`config.mk`:
```
export PLATFORM = sky130hd
export DESIGN_NAME = wb_mem_arbiter
export DESIGN_NICKNAME = d
export VERILOG_FILES = /design/src/rtl/wb_mem_arbiter_pkg.sv /design/src/rtl/wb_mem_arbiter_rr_pick.sv /design/src/rtl/wb_mem_arbiter.sv
export SDC_FILE = /design/constraint.sdc
export NUM_CORES = 1
export LEC_CHECK = 0
export ABC_AREA = 1
export CORE_AREA = 3 3 131 133
export CTS_CLUSTER_DIAMETER = 50
export DETAILED_ROUTE_END_ITERATION = 8
export DIE_AREA = 0 0 134 136
export GPL_TIMING_DRIVEN = 0
export PLACE_DENSITY_LB_ADDON = 0.12
export SYNTH_ARGS = -nofsm -noshare
export SYNTH_HDL_FRONTEND = slang
export SYNTH_SLANG_ARGS = --single-unit
export TNS_END_PERCENT = 10
```
`constraint.sdc`:
```
create_clock -name wb_clk_i -period 1.8 [get_ports wb_clk_i]
set_input_delay 0.27 -clock wb_clk_i [delete_from_list [all_inputs] [get_ports wb_clk_i]]
set_output_delay 0.27 -clock wb_clk_i [all_outputs]
set_load 0.01 [all_outputs]
```
`src/rtl/wb_mem_arbiter_pkg.sv`:
```
// Shared types and constants for the Wishbone memory-port arbiter.
package wb_mem_arbiter_pkg;

   typedef enum logic [1:0] {
      ST_IDLE  = 2'b00,
      ST_BUSY  = 2'b01,
      ST_ABORT = 2'b10
   } arb_state_e;

   localparam int WDOG_W = 16;

   // Registered-feedback cycle types; the arbiter never splits on them.
   typedef enum logic [2:0] {
      CTI_CLASSIC = 3'b000,
      CTI_CONST   = 3'b001,
      CTI_INCR    = 3'b010,
      CTI_EOB     = 3'b111
   } cti_e;

endpackage

```
`src/rtl/wb_mem_arbiter_rr_pick.sv`:
```
// Combinational round-robin picker: first requester above last_i, wrapping.
module wb_rr_pick #(
   parameter int N    = 2,
   parameter int IDXW = (N > 1) ? $clog2(N) : 1
) (
   input  logic [N-1:0]    req_i,
   input  logic [IDXW-1:0] last_i,
   output logic [N-1:0]    gnt_o,
   output logic            valid_o
);

   logic [IDXW-1:0] cand;

   // NOTE: every output gets a default before the search so no path infers a latch.
   always_comb begin
      gnt_o   = '0;
      valid_o = 1'b0;
      cand    = '0;
      for (int off = 1; off <= N; off++) begin
         cand = IDXW'((int'(last_i) + off) % N);
         if (!valid_o && req_i[cand]) begin
            gnt_o[cand] = 1'b1;
            valid_o     = 1'b1;
         end
      end
   end

endmodule

```
`src/rtl/wb_mem_arbiter.sv`:
```
// N-master to single-slave Wishbone arbiter with round-robin grant,
// cycle-long tenure and a watchdog that aborts stalled transfers.
module wb_mem_arbiter
   import wb_mem_arbiter_pkg::*;
#(
   parameter int NUM_MASTERS = 2,
   parameter int TIMEOUT     = 255,
   parameter int AW          = 32,
   parameter int DW          = 32
) (
   input  logic                      wb_clk_i,
   input  logic                      wb_rst_i,
   input  logic [NUM_MASTERS*AW-1:0] wbm_adr_i,
   input  logic [NUM_MASTERS*DW-1:0] wbm_dat_i,
   input  logic [NUM_MASTERS*DW/8-1:0] wbm_sel_i,
   input  logic [NUM_MASTERS-1:0]    wbm_we_i,
   input  logic [NUM_MASTERS-1:0]    wbm_cyc_i,
   input  logic [NUM_MASTERS-1:0]    wbm_stb_i,
   input  logic [NUM_MASTERS*3-1:0]  wbm_cti_i,
   input  logic [NUM_MASTERS*2-1:0]  wbm_bte_i,
   output logic [NUM_MASTERS*DW-1:0] wbm_dat_o,
   output logic [NUM_MASTERS-1:0]    wbm_ack_o,
   output logic [NUM_MASTERS-1:0]    wbm_err_o,
   output logic [NUM_MASTERS-1:0]    wbm_rty_o,
   output logic [AW-1:0]             wbs_adr_o,
   output logic [DW-1:0]             wbs_dat_o,
   output logic [DW/8-1:0]           wbs_sel_o,
   output logic                      wbs_we_o,
   output logic                      wbs_cyc_o,
   output logic                      wbs_stb_o,
   output logic [2:0]                wbs_cti_o,
   output logic [1:0]                wbs_bte_o,
   input  logic [DW-1:0]             wbs_dat_i,
   input  logic                      wbs_ack_i,
   input  logic                      wbs_err_i,
   input  logic                      wbs_rty_i,
   output logic [NUM_MASTERS-1:0]    grant_o,
   output logic                      timeout_o
);

   localparam int IDXW = (NUM_MASTERS > 1) ? $clog2(NUM_MASTERS) : 1;
   localparam int SW   = DW / 8;
   localparam logic [WDOG_W-1:0] WDOG_LAST = WDOG_W'(TIMEOUT - 1);

   arb_state_e             state_q, state_d;
   logic [NUM_MASTERS-1:0] grant_q, grant_d;
   logic [IDXW-1:0]        owner_idx_q, owner_idx_d;
   logic [IDXW-1:0]        last_owner_q, last_owner_d;
   logic [WDOG_W-1:0]      wdog_q, wdog_d;
   logic                   timeout_q, timeout_d;

   logic [NUM_MASTERS-1:0] pick_gnt;
   logic                   pick_valid;
   logic [IDXW-1:0]        pick_idx;
   logic                   owner_cyc, owner_stb, slave_resp;

   wb_rr_pick #(
      .N    (NUM_MASTERS),
      .IDXW (IDXW)
   ) u_pick (
      .req_i   (wbm_cyc_i),
      .last_i  (last_owner_q),
      .gnt_o   (pick_gnt),
      .valid_o (pick_valid)
   );

   always_comb begin
      pick_idx = '0;
      for (int i = 0; i < NUM_MASTERS; i++) begin
         if (pick_gnt[i]) pick_idx = IDXW'(i);
      end
   end

   assign owner_cyc  = wbm_cyc_i[owner_idx_q];
   assign owner_stb  = wbm_stb_i[owner_idx_q];
   assign slave_resp = wbs_ack_i | wbs_err_i | wbs_rty_i;

   always_comb begin
      state_d      = state_q;
      grant_d      = grant_q;
      owner_idx_d  = owner_idx_q;
      last_owner_d = last_owner_q;
      wdog_d       = wdog_q;
      timeout_d    = 1'b0;
      case (state_q)
         ST_IDLE: begin
            wdog_d = '0;
            if (pick_valid) begin
               state_d     = ST_BUSY;
               grant_d     = pick_gnt;
               owner_idx_d = pick_idx;
            end
         end
         ST_BUSY: begin
            // A response in the deciding cycle wins over the watchdog.
            if (!owner_cyc) begin
               state_d      = ST_IDLE;
               grant_d      = '0;
               last_owner_d = owner_idx_q;
               wdog_d       = '0;
            end else if (slave_resp || !owner_stb) begin
               wdog_d = '0;
            end else if (wdog_q == WDOG_LAST) begin
               state_d   = ST_ABORT;
               timeout_d = 1'b1;
               wdog_d    = '0;
            end else begin
               wdog_d = wdog_q + 1'b1;
            end
         end
         ST_ABORT: begin
            if (!owner_cyc) begin
               state_d      = ST_IDLE;
               grant_d      = '0;
               last_owner_d = owner_idx_q;
            end
         end
         default: state_d = ST_IDLE;
      endcase
   end

   // NOTE: state registers use non-blocking assignments so all flops sample pre-edge values.
   always_ff @(posedge wb_clk_i) begin
      if (!wb_rst_i) begin
         state_q      <= ST_IDLE;
         grant_q      <= '0;
         owner_idx_q  <= '0;
         last_owner_q <= IDXW'(NUM_MASTERS - 1);
         wdog_q       <= '0;
         timeout_q    <= 1'b0;
      end else begin
         state_q      <= state_d;
         grant_q      <= grant_d;
         owner_idx_q  <= owner_idx_d;
         last_owner_q <= last_owner_d;
         wdog_q       <= wdog_d;
         timeout_q    <= timeout_d;
      end
   end

   always_comb begin
      wbs_adr_o = '0;
      wbs_dat_o = '0;
      wbs_sel_o = '0;
      wbs_we_o  = 1'b0;
      wbs_cyc_o = 1'b0;
      wbs_stb_o = 1'b0;
      wbs_cti_o = CTI_CLASSIC;
      wbs_bte_o = '0;
      wbm_dat_o = '0;
      wbm_ack_o = '0;
      wbm_err_o = '0;
      wbm_rty_o = '0;
      if (state_q == ST_BUSY) begin
         wbs_adr_o = wbm_adr_i[owner_idx_q*AW +: AW];
         wbs_dat_o = wbm_dat_i[owner_idx_q*DW +: DW];
         wbs_sel_o = wbm_sel_i[owner_idx_q*SW +: SW];
         wbs_we_o  = wbm_we_i[owner_idx_q];
         wbs_cyc_o = owner_cyc;
         wbs_stb_o = owner_cyc & owner_stb;
         wbs_cti_o = wbm_cti_i[owner_idx_q*3 +: 3];
         wbs_bte_o = wbm_bte_i[owner_idx_q*2 +: 2];
         // Priority ack > err > rty keeps the owner to one response per cycle.
         wbm_dat_o[owner_idx_q*DW +: DW] = wbs_dat_i;
         wbm_ack_o[owner_idx_q] = wbs_ack_i;
         wbm_err_o[owner_idx_q] = wbs_err_i & ~wbs_ack_i;
         wbm_rty_o[owner_idx_q] = wbs_rty_i & ~wbs_ack_i & ~wbs_err_i;
      end else if (state_q == ST_ABORT) begin
         wbm_err_o[owner_idx_q] = timeout_q;
      end
   end

   assign grant_o   = grant_q;
   assign timeout_o = timeout_q;

endmodule

```
==> impl_results.md, run 1 <==
* Crit-path max FO at 10
* RSZ-0062 raised after global routing: yes
* Unique masters post-synth at 28
* Final Hold Fails at 0
* Area fraction of the dominant cell type after synthesis at 27.5%
* Total GRT Usage at 19.6%
* FMAX at 0.555 GHz
* Worst path cell trace: inv_2 -> ha_4 -> inv_8 -> buf_12 -> buf_12 -> a21oi_2 -> buf_6
* Iter 0 DRT Violations at 181
* IO Port Bufs at 337
* Fin crit period at 1.80 ns
* Final GP Congestion at 0.859
* WP buf/inv at 5
* Syn_area_per_cell at 4.96 sq um
* Cell Count, Final, Fillers Out at 1,159
* Largest delay share family, worst path: buffers and inverters
* Adder-Cell Fraction of Synth Area at 2.12%
* CTS Buf Count at 3
* Clock insertion delay at the later pin of the skew report at 0.26 ns
* Via-to-Cell Ratio at 4.21
* Starting Density at 18.5%
* YS warnings at 0
* I/O pins at 338
* Register area share after synthesis at 15.6%
* Post-route clock period utilization at 100%
* Drt total wl at 20,100 microns
* Final WS setup at -0.000698 ns
* FP Rows at 46
* Pins Over Slew Limit at 0
* Simple-Gate Fraction of Synth Area at 50.6%
* First-pass GRT wire length at 27,900 microns
* Die width at 134 microns
* Initial antenna violation count at 0
* Clock Path Buffers at 2
* Die ar. at 18,200 sq um
* DRC Markers at 0
* WP depth at 7
* FF+latch count, synth at 23
* Total power after layout at 4520 uW
* Hold Path Stages at 2
* Total number of vias at 4,876
* Crit. End Element: primary output
* H-tree levels at 1
* TritonCTS clock tree: done
* Nets at 1,137
* Post-Synthesis Cells at 594
* Largest cells by area after synthesis: nand2_1 (28%), dfxtp_1 (16%), a21oi_1 (14%)
* Core Area at 15,900 sq um
* Syn Std Cell Area at 2950 sq um
* Crit path arrival time at 1.53 ns
* Post-DP HPWL at 16,500 microns
* Most common cell on crit path: buf_12
* Largest stage delay on the critical path at 0.33 ns
* Final Setup Violations at 1
* Worst Path Required at 1.53 ns
* Pleak at 0.00319 uW
* Cells after DPL at 1,147
* Status: finished with violations
* FF-to-FF path depth at 9
* Clk Tree Root Cell: clkbuf_16
* Largest net degree at the start of global routing at 14
* Area leader, netlist: nand2_1
* Failing checks: negative setup slack
* Clock-pin transition on the worst setup and hold timing paths at 0.07 ns
* Max-Cap Viols at 0
* Detailed Routing Iterations Pass 1 at 4
* Worst slew margin at 68.5%
* Clock Skews at 0.00220 ns
* HP Class: reg -> reg
* Worst-Margin Slew at 0.472 ns
* Synth Area in XOR/XNOR at 1.78%
* Peak VDD IR at 378 uV
* Number of global-route vias before repair at 4,510
* Worst slack, placed at -0.774 ns
* Startpoint types: flop
* Largest family of logic cells by synthesized area: simple AND/OR/NAND/NOR gates
* Post-synthesis compound-gate area fraction at 16.2%
* WL per Instance at 17.4 microns
* Grt total ovfl at 0
* Die Y at 136 microns
* Syn_nets at 788
* Layout cell share with drive strength beyond 1 at 26.1%
* Crit path max-delay cell type: dfxtp_2
* PwrDens at 682 nW/um^2
* Post-CTS Hold Fix Bufs at 0
* P&R area growth vs syn at 125%
* Final antenna-violating net count at 0
* Crit Path Class: reg -> out
* Clk sinks at 23
* Mux contribution to synthesized area at 0%
## cell usage in the layout, fill, tap and decap left out, types with 2 or more instances in the layout
master           netlist  final
nor3_1                 7      6
xor2_1                 5      5
inv_1                 65     64
o21ai_1                2      2
inv_2                  2      2
clkbuf_16              0      5
nor2_1               111    107
a21oi_1               84     43
buf_4                  0     22
buf_2                 12     43
clkdlybuf4s15_2        0      5
buf_8                  0      4
nand3_1               14     14
dlygate4sd2_1          0      8
a21oi_4                0      3
nand2_4                2      4
nand2_1              216    214
ha_1                   5      4
nor2_8                 2      2
nand4_1                6      6
clkbuf_8               0      5
dfxtp_2                0      2
buf_12                 0      5
o21ai_0                6      6
dfxtp_1               23     21
nand2_2                3      3
clkbuf_2               0     75
buf_6                  1     11
clkdlybuf4s50_1        0    191
a21oi_2                0     38
nor2_2                 1      4
clkbuf_4               0      4
## state kept, by name (all words and copies together) (netlist names)
| signal | count |
|---|---|
| timeout_o | 1 |
| grant_o | 2 |
| wdog_q | 16 |
| owner_idx_q | 1 |
| last_owner_q | 1 |
| state_q | 2 |
## worst reg2reg max path: stages (launching register included)
cell and delay (ns):
dfxtp_2 0.33, inv_2 0.07, ha_4 0.22, inv_8 0.06, buf_4 0.15, nand2_1 0.08, buf_2 0.23, nand2_2 0.14
nand2_1 0.15, nor2_1 0.07
## worst paths after layout
path	start	to	slack [ns]
min	grant_o[0]	grant_o[0]	0.47
min reg2reg	grant_o[0]	grant_o[0]	0.47
max	state_q[1]	wbs_adr_o[17]	-0.0007
max reg2reg	state_q[1]	wdog_q[12]	0.19
## where the power goes
| part | switching [uW] | internal [uW] |
|---|---|---|
| Sequential | 23.7 | 541 |
| Clock | 203 | 300 |
| Combinational | 1890 | 1570 |
| Total | 2120 | 2410 |
## metrics by stage
step,util (%),hold WS (ns),TNS (ns),cell area [sq um]
4_1_cts,42.4,0.472,-1.10,6760
2_1_floorplan,-,0.430,0,2950
5_1_grt,41.6,0.486,-0.814,6640
6_report,41.6,0.471,-0.000698,6640
3_3_place_gp,41.3,0.464,-66.66,6590
3_5_place_dp,41.3,0.462,-64.51,6590
## cell type report
| cell class | instances | area (sq um) |
|---|---|---|
| flip-flops and latches | 23 | 463 |
| clock buffers | 3 | 75.1 |
| well taps | 216 | 270 |
| multi-input cells | 470 | 2310 |
| diodes | 1 | 2.50 |
| clock inverters | 1 | 5.00 |
| fillers | 1794 | 9300 |
| repair buffers | 344 | 2850 |
| inverters | 68 | 268 |
| plain buffers | 33 | 389 |
## cell usage after synthesis
master,count
dfxtp_1,23
xnor2_1,1
nand3_4,1
o211ai_1,1
nor3_1,7
clkbuf_1,13
xor2_1,5
a21oi_1,84
nand2_4,2
inv_1,65
ha_1,5
inv_4,1
nand4_1,6
nand3_1,14
nor2_1,111
nor4_1,1
buf_1,7
inv_2,2
nand3_2,1
buf_2,12
nand2_1,216
o21ai_1,2
nand2_2,3
nor2_2,1
buf_6,1
o21ai_2,1
o21ai_0,6
nor2_8,2
## layer usage
layer  GRT usage [%]  share of wire (%)  vias up  wire length (microns)
li1                -                  -     2526                      -
met1            23.0                 39     2150                   7890
met2            35.5                 50      175                  10100
met3            5.44                8.0       25                   1610
met4            4.51                2.3        0                    469
met5               0                  0        -                      0
## what timing repair did
action,CTS,global route
buffers inserted,4,1
endpoints found under the setup margin,146,136
pin swaps,1,0
gates resized for setup,440,208
cloned,0,2
## cell families (layout without fill, tap and decap cells)
group                      Yosys count  in the layout
and+or+nand+nor                    365            365
buffers and inverters              101            449
AOI/OAI and AO/OA                   94             94
DFF                                 23             23
xor gates and xnor gates             6              6
adders and majority gates            5              5
other                                0              1
No activity file was read; power rests on OpenSTA's default activity.
==> run 2, diff against run 1 <==
--- a/config.mk
+++ b/config.mk
@@ -6,12 +6,13 @@
 export NUM_CORES = 1
 export LEC_CHECK = 0
 export ABC_AREA = 1
-export CORE_AREA = 3 3 131 133
+export CORE_AREA = 3 3 130 132
 export CTS_CLUSTER_DIAMETER = 50
 export DETAILED_ROUTE_END_ITERATION = 8
-export DIE_AREA = 0 0 134 136
+export DIE_AREA = 0 0 133 135
 export GPL_TIMING_DRIVEN = 0
 export PLACE_DENSITY_LB_ADDON = 0.12
+export REMOVE_ABC_BUFFERS = 1
 export SYNTH_ARGS = -nofsm -noshare
 export SYNTH_HDL_FRONTEND = slang
 export SYNTH_SLANG_ARGS = --single-unit
==> constraint.sdc (replaced) <==
create_clock -name wb_clk_i -period 2.2 [get_ports wb_clk_i]
set_input_delay 0.33 -clock wb_clk_i [delete_from_list [all_inputs] [get_ports wb_clk_i]]
set_output_delay 0.33 -clock wb_clk_i [all_outputs]
set_load 0.01 [all_outputs]
==> run 2 against run 1 <==
Net effect:
- the flow still finishes with violations (negative setup slack)
- core utilization increased by 1.5 points
- cell count decreased by 2.6%
- critical path depth decreased by 3
- final area increased by 2.9%
- register-to-register slack improved by 0.07 ns
- non-clock buffer count decreased by 31
- flip-flop and latch count unchanged
- sequential share of layout area decreased by 0.18 points
- sequential power decreased by 16%
- clock power decreased by 17%
- largest cell class unchanged
==> impl_results.md, run 2 (same netlist as run 1, synthesis figures left out) <==
* Status: finished with violations (unchanged)
* Failing checks: negative setup slack (unchanged)
* Clock Path Buffers at 2 (unchanged)
* Clk Tree Root Cell: clkbuf_16 (unchanged)
* Starting Density at 18.6% (was 18.5%)
* Fin crit period at 2.27 ns
* Die Y at 135 microns (was 136 microns)
* Worst hold slack at 0.486 ns (was 0.471 ns)
* Via-to-Cell Ratio at 4.19 (was 4.21)
* Clock insertion delay at the later pin of the skew report at 0.27 ns (was 0.26 ns)
* Total GRT Usage at 22.5% (was 19.6%)
* Drt total wl at 21,400 microns (was 20,100 microns)
* H-tree levels at 1 (unchanged)
* Pins Over Slew Limit at 0 (unchanged)
* Filler cells at 1,748 (was 1,794)
* Clock-pin transition on the worst setup and hold timing paths at 0.07 ns (about the same)
* Post-route clock period utilization at 103%
* PwrDens at 535 nW/um^2 (was 682 nW/um^2)
* Total number of vias at 4,734 (was 4,876)
* DRC Markers at 0 (unchanged)
* Most common cell after layout, fill and taps aside: clkdlybuf4s50_1 (was nand2_1)
* TritonCTS clock tree: done (unchanged)
* Worst reg2reg setup slack at 0.26 ns (was 0.19 ns)
* Detailed Routing Iterations Pass 1 at 4 (unchanged)
* Initial antenna violation count at 4 (was 0)
* Die width at 133 microns (was 134 microns)
* Crit Path Class: reg -> out (unchanged)
* Post-CTS Hold Fix Bufs at 0 (unchanged)
* Clk sinks at 23 (unchanged)
* Crit-path max FO at 78 (was 10)
* Worst hold start: grant_o[0] (unchanged)
* Layout cell share with drive strength beyond 1 at 4.82% (was 26.1%)
* Pleak at 0.00385 uW (was 0.00319 uW)
* P&R area growth vs syn at 132% (was 125%)
* FP Rows at 46 (unchanged)
* Die ar. at 18,000 sq um (was 18,200 sq um)
* Final WS setup at -0.0712 ns (was -0.000698 ns)
* Worst slew margin at 61.8% (was 68.5%)
* Worst Path Required at 1.87 ns (was 1.53 ns)
* Commonest cells after routing, fill and taps aside: clkdlybuf4s50_1 (216), nand2_1 (213), nor2_1 (110) (was nand2_1 (214), clkdlybuf4s50_1 (191), nor2_1 (107))
* Hold Path Stages at 2 (unchanged)
* Clock Skews at 0.00808 ns (was 0.00220 ns)
* Number of global-route vias before repair at 4,502 (was 4,510)
* Final antenna-violating net count at 0 (unchanged)
* R2R Path End: wdog_q[12] (unchanged)
* IO Port Bufs at 337 (unchanged)
* HP Class: reg -> reg (unchanged)
* CTS Buf Count at 3 (unchanged)
* Flip-flop count of the largest register after layout at 16 (unchanged)
* WL per Instance at 19.0 microns (was 17.4 microns)
* Largest net degree at the start of global routing at 79 (was 14)
* Worst-Margin Slew at 0.572 ns (was 0.472 ns)
* Iter 0 DRT Violations at 254 (was 181)
* Post-DP HPWL at 16,700 microns (was 16,500 microns)
* Max-Cap Viols at 0 (unchanged)
* First-pass GRT wire length at 30,700 microns (was 27,900 microns)
* Nets at 1,107 (was 1,137)
* Final Setup Violations at 2 (was 1)
* I/O pins at 338 (unchanged)
* Final Hold Fails at 0 (unchanged)
* Grt total ovfl at 0 (unchanged)
* Peak VDD IR at 404 uV (was 378 uV)
* Total power after layout at 3650 uW (was 4520 uW)
* Core Area at 15,800 sq um (was 15,900 sq um)
* FMAX at 0.440 GHz
* Largest register by flop count: wdog_q (unchanged)
* FF-to-FF path depth at 10 (was 9)
* Crit path arrival time at 1.94 ns (was 1.53 ns)
* RSZ-0062 raised after global routing: yes (unchanged)
* Hold path endpoint: grant_o[0] (unchanged)
* Crit. End Element: primary output (unchanged)
* Startpoint types: flop (unchanged)
* R2R Path Start: state_q[1] (unchanged)
* Final GP Congestion at 0.870 (was 0.859)
==> run 2: cell types whose count changed in the layout (fill, tap and decap cells not counted), sizes merged <==
cell | before | now
buf | 85 | 9
dlymetal6s2s | 0 | 47
clkinv | 1 | 0
clkbuf | 90 | 4
inv | 68 | 69
clkinvlp | 0 | 1
clkdlybuf4s50 | 191 | 216
clkdlybuf4s15 | 6 | 1
dlygate4sd2 | 8 | 72
==> run 2: what timing repair did <==
| action | 4_1_cts | 5_1_grt |
|---|---|---|
| setup endpoints to repair | 168 | 75 |
| buffers inserted | 9 | 0 |
| gates resized for setup | 105 | 52 |
| cloned | 1 | 0 |
| pin swaps | 2 | 0 |
==> run 2: cell type report <==
cell class                 count  area, sq um  area share, %
timing repair buffer         346         3530           51.7
multi-input combinational    470         2180           32.0
sequential                    23          464           6.80
inverter                      68          288           4.21
tap                          216          270           3.96
clock buffer                   3         75.1           1.10
timing repair inverter         1         11.3          0.165
clock inverter                 1         7.51          0.110
antenna                        1         2.50         0.0366
==> run 2: report_power, final <==
group	total [uW]	internal, uW	switching, uW	leakage, uW
Sequential	477	442	34.7	0.000187
Clock	418	247	171	0.0000371
Combinational	2760	1250	1510	0.00363
Total	3650	1940	1710	0.00385
==> run 2: per-layer routing <==
layer	global-route usage [%]	share of wire, %	vias up
li1	-	-	2465
met4	2.42	0.88	8
met3	9.58	12	17
met1	29.5	43	2039
met5	0	0.30	-
met2	35.6	45	205
==> run 2: worst max path at each step <==
stage,startpoint,end,slack (ns),cells after the start
6_report,owner_idx_q,wbs_dat_o[31],-0.07,4
5_1_grt,state_q[1],wbm_dat_o[19],-0.13,6
4_1_cts,state_q[1],wbs_dat_o[28],-0.07,6
3_5_place_dp,owner_idx_q,wbm_dat_o[0],-1.45,4
3_3_place_gp,owner_idx_q,wbm_dat_o[0],-3.62,4
2_1_floorplan,owner_idx_q,wbm_rty_o[0],-1.27,3
==> run 2: stage by stage <==
stage | TNS, ns | worst slack (ns) | utilization (%) | instance area, sq um | cells
2_1_floorplan | -145.74 | -1.27 | - | 2800 | 561
3_3_place_gp | -485.73 | -3.62 | 40.7 | 6440 | 1114
3_5_place_dp | -121.06 | -1.45 | 40.8 | 6450 | 1114
4_1_cts | -0.113 | -0.0725 | 42.4 | 6710 | 1128
5_1_grt | -2.02 | -0.134 | 43.1 | 6830 | 1128
6_report | -0.0874 | -0.0712 | 43.1 | 6830 | 1129
==> run 2: critical path, stage by stage (launching register included) <==
cell,delay [ns]
dfxtp_4,0.42
inv_16,0.23
nand2_1,0.15
a21oi_4,0.24
clkdlybuf4s50_1,0.58
